### src/rtl/piso_serializer.sv
// Parallel-in serial-out transmitter: valid/ready word load, 1 bit/clock out.
// Optional even-parity trailer bit when PARITY_EN is defined.
module piso_serializer #(
  parameter int WIDTH     = 4,
  parameter bit MSB_FIRST = 1'b0
) (
  input  logic             clk,
  input  logic             rst,
  input  logic [WIDTH-1:0] load_data,
  input  logic             load_valid,
  output logic             load_ready,
  output logic             ser_out,
  output logic             ser_valid,
  output logic             busy,
  output logic             tx_done
);

  localparam int CW = (WIDTH > 1) ? $clog2(WIDTH) : 1;
  localparam logic [CW-1:0] LAST = CW'(WIDTH - 1);

`ifdef PARITY_EN
  typedef enum logic [1:0] {
    IDLE,
    SHIFT,
    PARITY
  } state_t;
`else
  typedef enum logic [1:0] {
    IDLE,
    SHIFT
  } state_t;
`endif

  state_t           r_state;
  logic [CW-1:0]    r_cnt;
  logic [WIDTH-1:0] r_shift;
  logic             r_ser_out;
  logic             r_ser_valid;
  logic             r_busy;
  logic             r_tx_done;
`ifdef PARITY_EN
  logic             r_par;
`endif

  logic             w_last;
  logic             w_ready_st;
  logic             w_xfer;
  logic             w_first;
  logic             w_next_bit;
  logic [WIDTH-1:0] w_load_shift;
  logic [WIDTH-1:0] w_next_shift;
  logic [CW-1:0]    w_cnt_inc;

  assign w_last = (r_state == SHIFT) && (r_cnt == LAST);

`ifdef PARITY_EN
  assign w_ready_st = (r_state == IDLE) || (r_state == PARITY);
`else
  assign w_ready_st = (r_state == IDLE) || w_last;
`endif

  assign load_ready = !rst && w_ready_st;
  assign w_xfer     = load_valid && load_ready;

  // The first bit leaves straight from load_data; the register
  // holds the remaining bits already advanced by one position.
  assign w_first      = MSB_FIRST ? load_data[WIDTH-1] : load_data[0];
  assign w_load_shift = MSB_FIRST ? (load_data << 1) : (load_data >> 1);
  assign w_next_bit   = MSB_FIRST ? r_shift[WIDTH-1] : r_shift[0];
  assign w_next_shift = MSB_FIRST ? (r_shift << 1) : (r_shift >> 1);
  assign w_cnt_inc    = r_cnt + CW'(1);

  always_ff @(posedge clk) begin
    if (rst) begin
      r_state     <= IDLE;
      r_cnt       <= '0;
      r_shift     <= '0;
      r_ser_out   <= 1'b0;
      r_ser_valid <= 1'b0;
      r_busy      <= 1'b0;
      r_tx_done   <= 1'b0;
`ifdef PARITY_EN
      r_par       <= 1'b0;
`endif
    end else if (w_xfer) begin
      r_state     <= SHIFT;
      r_cnt       <= '0;
      r_shift     <= w_load_shift;
      r_ser_out   <= w_first;
      r_ser_valid <= 1'b1;
      r_busy      <= 1'b1;
      r_tx_done   <= 1'b0;
`ifdef PARITY_EN
      r_par       <= ^load_data;
`endif
    end else begin
      unique case (r_state)
        SHIFT: begin
          if (w_last) begin
`ifdef PARITY_EN
            r_state   <= PARITY;
            r_ser_out <= r_par;
            r_tx_done <= 1'b1;
`else
            r_state     <= IDLE;
            r_ser_out   <= 1'b0;
            r_ser_valid <= 1'b0;
            r_busy      <= 1'b0;
            r_tx_done   <= 1'b0;
`endif
          end else begin
            r_cnt     <= w_cnt_inc;
            r_shift   <= w_next_shift;
            r_ser_out <= w_next_bit;
`ifdef PARITY_EN
            r_tx_done <= 1'b0;
`else
            r_tx_done <= (w_cnt_inc == LAST);
`endif
          end
        end
`ifdef PARITY_EN
        PARITY: begin
          r_state     <= IDLE;
          r_ser_out   <= 1'b0;
          r_ser_valid <= 1'b0;
          r_busy      <= 1'b0;
          r_tx_done   <= 1'b0;
        end
`endif
        default: begin
          r_state     <= IDLE;
          r_ser_out   <= 1'b0;
          r_ser_valid <= 1'b0;
          r_busy      <= 1'b0;
          r_tx_done   <= 1'b0;
        end
      endcase
    end
  end

  assign ser_out   = r_ser_out;
  assign ser_valid = r_ser_valid;
  assign busy      = r_busy;
  assign tx_done   = r_tx_done;

endmodule

### config.mk
export PLATFORM = sky130hd
export DESIGN_NAME = piso_serializer
export DESIGN_NICKNAME = d
export VERILOG_FILES = /design/src/rtl/piso_serializer.sv
export SDC_FILE = /design/constraint.sdc
export NUM_CORES = 1
export LEC_CHECK = 0
export CAP_MARGIN = 20
export CORE_AREA = 4 4 41 43
export CTS_BUF_LIST = sky130_fd_sc_hd__clkbuf_16
export DETAILED_ROUTE_END_ITERATION = 8
export DIE_AREA = 0 0 45 47
export MAX_ROUTING_LAYER = met4
export PLACE_DENSITY_LB_ADDON = 0.05
export SYNTH_ARGS = -nofsm -noshare
export SYNTH_HDL_FRONTEND = slang
export SYNTH_SLANG_ARGS = --single-unit
### constraint.sdc
create_clock -name clk -period 3.1 [get_ports clk]
set_input_delay 0.62 -clock clk [delete_from_list [all_inputs] [get_ports clk]]
set_output_delay 0.62 -clock clk [all_outputs]
set_load 0.01 [all_outputs]
==> impl_metrics.toml <==
[final_layout]
nets = 59
area_delta_synth_final_pct = 49.8
fin_cells = 63
final_core_util_pct = 41.9
num_antenna_cells = 0
drive_gt1_share_pct = 12.5

[setup_path]
slowest_stage = "clkdlybuf4s50_1"
end_kind = "output pin"
max_stage_delay_ns = 0.58
crit_arrival_ns = 1.93
cp_cell_sequence = "clkdlybuf4s50_1, nor2_1, clkdlybuf4s50_1"
cp-start-kind = "primary input"
criticalPathCategory = "in -> out"
crit_fanout = 9
cp_data_required_time_ns = 2.48
crit_top_cell = "clkdlybuf4s50_1"

[power]
powerDensity_nw_per_um2 = 674
p_leak_uw = 0.000221
ir_drop_mv = 0.256
report.power.total_uw = 368

[yosys]
muxShareOfSynthArea_pct = 8.25
synth-simple-area-share_pct = 24.4
synth-compound-area-share_pct = 9.28
synth_nets = 46
yosysTopAreaCellShare_pct = 44.0
synth_fa_ha_area_share_pct = 6.87
synth_cell_types = 20
synth_cells = 37
synth_xor_xnor_area_share_pct = 0
yosysWarnings = 0
yosysSeqAreaShare_pct = 44.0
synth_area_leader_cell = "dfxtp_1"
ys_seq_elements = 8
syn_avg_cell_area_um2 = 9.84
synth_top_family_by_area = "simple AND/OR/NAND/NOR gates"
synth_area_leaders = "dfxtp_1 (44%), mux2i_1 (8.2%), ha_1 (6.9%)"
synth_area_um2 = 364

[sta]
drv_slew = 0
period_share_pct = 82.1
rsz0062_at_grt = "false"
fin_crit_ns = 2.55
fmax_mhz = 393
final.setup_skew_ns = 0.000766
final.setup.tns_ns = 0
hold_viol = 0
worst_slew_pin_slew_ns = 0.360
max_slew_margin_pct = 75.9
setup_violations = 0

[placement]
dpl.hpwl_um = 562
dp.cells = 60
port_buffers = 11
place_congestion = 0.726

[clock_tree]
cts_resized = 0
cts_buffers = 3
cts_sinks = 8
path_clk_slew_ns = 0.04
h-tree-depth = 1
cts_root_buffer = "clkbuf_16"
cts_tree = "built"
hold_buffers = 0
clock_path_buffers = 2
postCtsSetupRepairBufs = 0
insertion_delay_ns = 0.23

[global_routing]
antenna_found_initial = 0
grt_pass1_wl_um = 1120
grt.total_usage_pct = 8.59
overflow = 0
grt_pass1_vias = 273
grt_start_max_net_pins = 10

[drt]
drtIter0Drc = 2
wl_um = 760
firstDrtPassIters = 2
wl_per_cell_um = 12.1
ant_nets = 0
via_per_inst = 4.76
dr_total_vias = 300
route.detailed.drc = 0

[floorplanning]
io_pins = 12
fp.dieH_um = 47
die_w_um = 45
initial_utilization_pct = 28.0
core_um2 = 1300
placementRows = 13
dieArea_um2 = 2120

[run]
cap_violations = 0

[worst_hold_path]
min_path_type = "reg -> reg"

[outcome]
status = "complete, no violations"
## sequential cells by signal (all words and copies together), names as in the netlist
| register | cells |
|---|---|
| r_shift | 3 |
| r_cnt | 2 |
| busy | 1 |
| ser_out | 1 |
| tx_done | 1 |
## critical path, delay by kind of cell
family / cells / cell delay, ns
and+or+nand+nor: 1 / 0.17
buffers and inverters: 2 / 1.13
## placed cells by master, fill, tap and decap left out
cell type / count
mux2i_1: 3
a21oi_2: 1
nand2b_1: 1
nand2_1: 2
inv_1: 1
clkdlybuf4s50_1: 11
a211oi_1: 2
clkbuf_16: 3
ha_1: 2
a21oi_1: 2
or2b_4: 1
dfxtp_1: 8
nor3_1: 1
nand3b_1: 1
nand3_1: 1
or3_1: 1
nor3b_1: 1
nor2b_4: 1
nor2_1: 5
## through the flow
| step | hold WS, ns | area (µm²) | setup WS [ns] |
|---|---|---|---|
| floorplan | 0.431 | 364 | 1.49 |
| global placement | 0.442 | 470 | 0.580 |
| detailed placement | 0.454 | 470 | 0.553 |
| CTS | 0.459 | 546 | 0.539 |
| global route | 0.505 | 546 | 0.494 |
| finish | 0.462 | 546 | 0.555 |
## layout make-up
type | instances | area, µm²
Timing Repair Buffer | 11 | 110
Tap cell | 15 | 18.8
Inverter | 1 | 3.75
Clock buffer | 3 | 75.1
Fill cell | 140 | 756
Multi-Input combinational cell | 25 | 178
Sequential cell | 8 | 160
## cell usage after synthesis (all sizes together)
| cell type | number |
|---|---|
| nand3 | 1 |
| dfxtp | 8 |
| nor2 | 5 |
| ha | 2 |
| clkbuf | 1 |
| mux2i | 3 |
| or3 | 1 |
| nor3b | 1 |
| buf | 2 |
| or2b | 1 |
| nand2 | 2 |
| nor2b | 1 |
| a21oi | 3 |
| nor3 | 1 |
| a211oi | 2 |
| inv | 1 |
| nand2b | 1 |
| nand3b | 1 |
## cells by family (layout without fill, tap and decap cells)
logic type / count (synthesis) / in the layout
adders and majority gates: 2 / 2
AOI/OAI and AO/OA: 5 / 5
DFF: 8 / 8
muxes: 3 / 3
and+or+nand+nor: 15 / 15
buffers and inverters: 4 / 15
## path summary, 6_finish.rpt
path | startpoint | to | slack [ns] | cells past startpoint
hold / removal | r_shift[0] | ser_out | 0.46 | 2
hold reg to reg | r_shift[0] | ser_out | 0.46 | 2
setup reg to reg | r_cnt[1] | r_cnt[0] | 1.90 | 4
setup / recovery | rst | load_ready | 0.55 | 3
## power breakdown
group	total, µW	leakage, µW	internal [µW]	switching (µW)
Clock	216	0.0000370	166	50.2
Combinational	38.4	0.000118	22.2	16.2
Sequential	113	0.0000658	110	3.33
Total	368	0.000221	298	69.7
## metal layers
metal  vias to the layer above  wire length (µm)  track usage [%]
met5                         -                 0                -
li1                        147                 -                -
met3                         2                74             3.45
met2                        14               321             10.2
met1                       137               347             9.61
met4                         0                16             10.5
No activity file was read; power rests on OpenSTA's default activity.
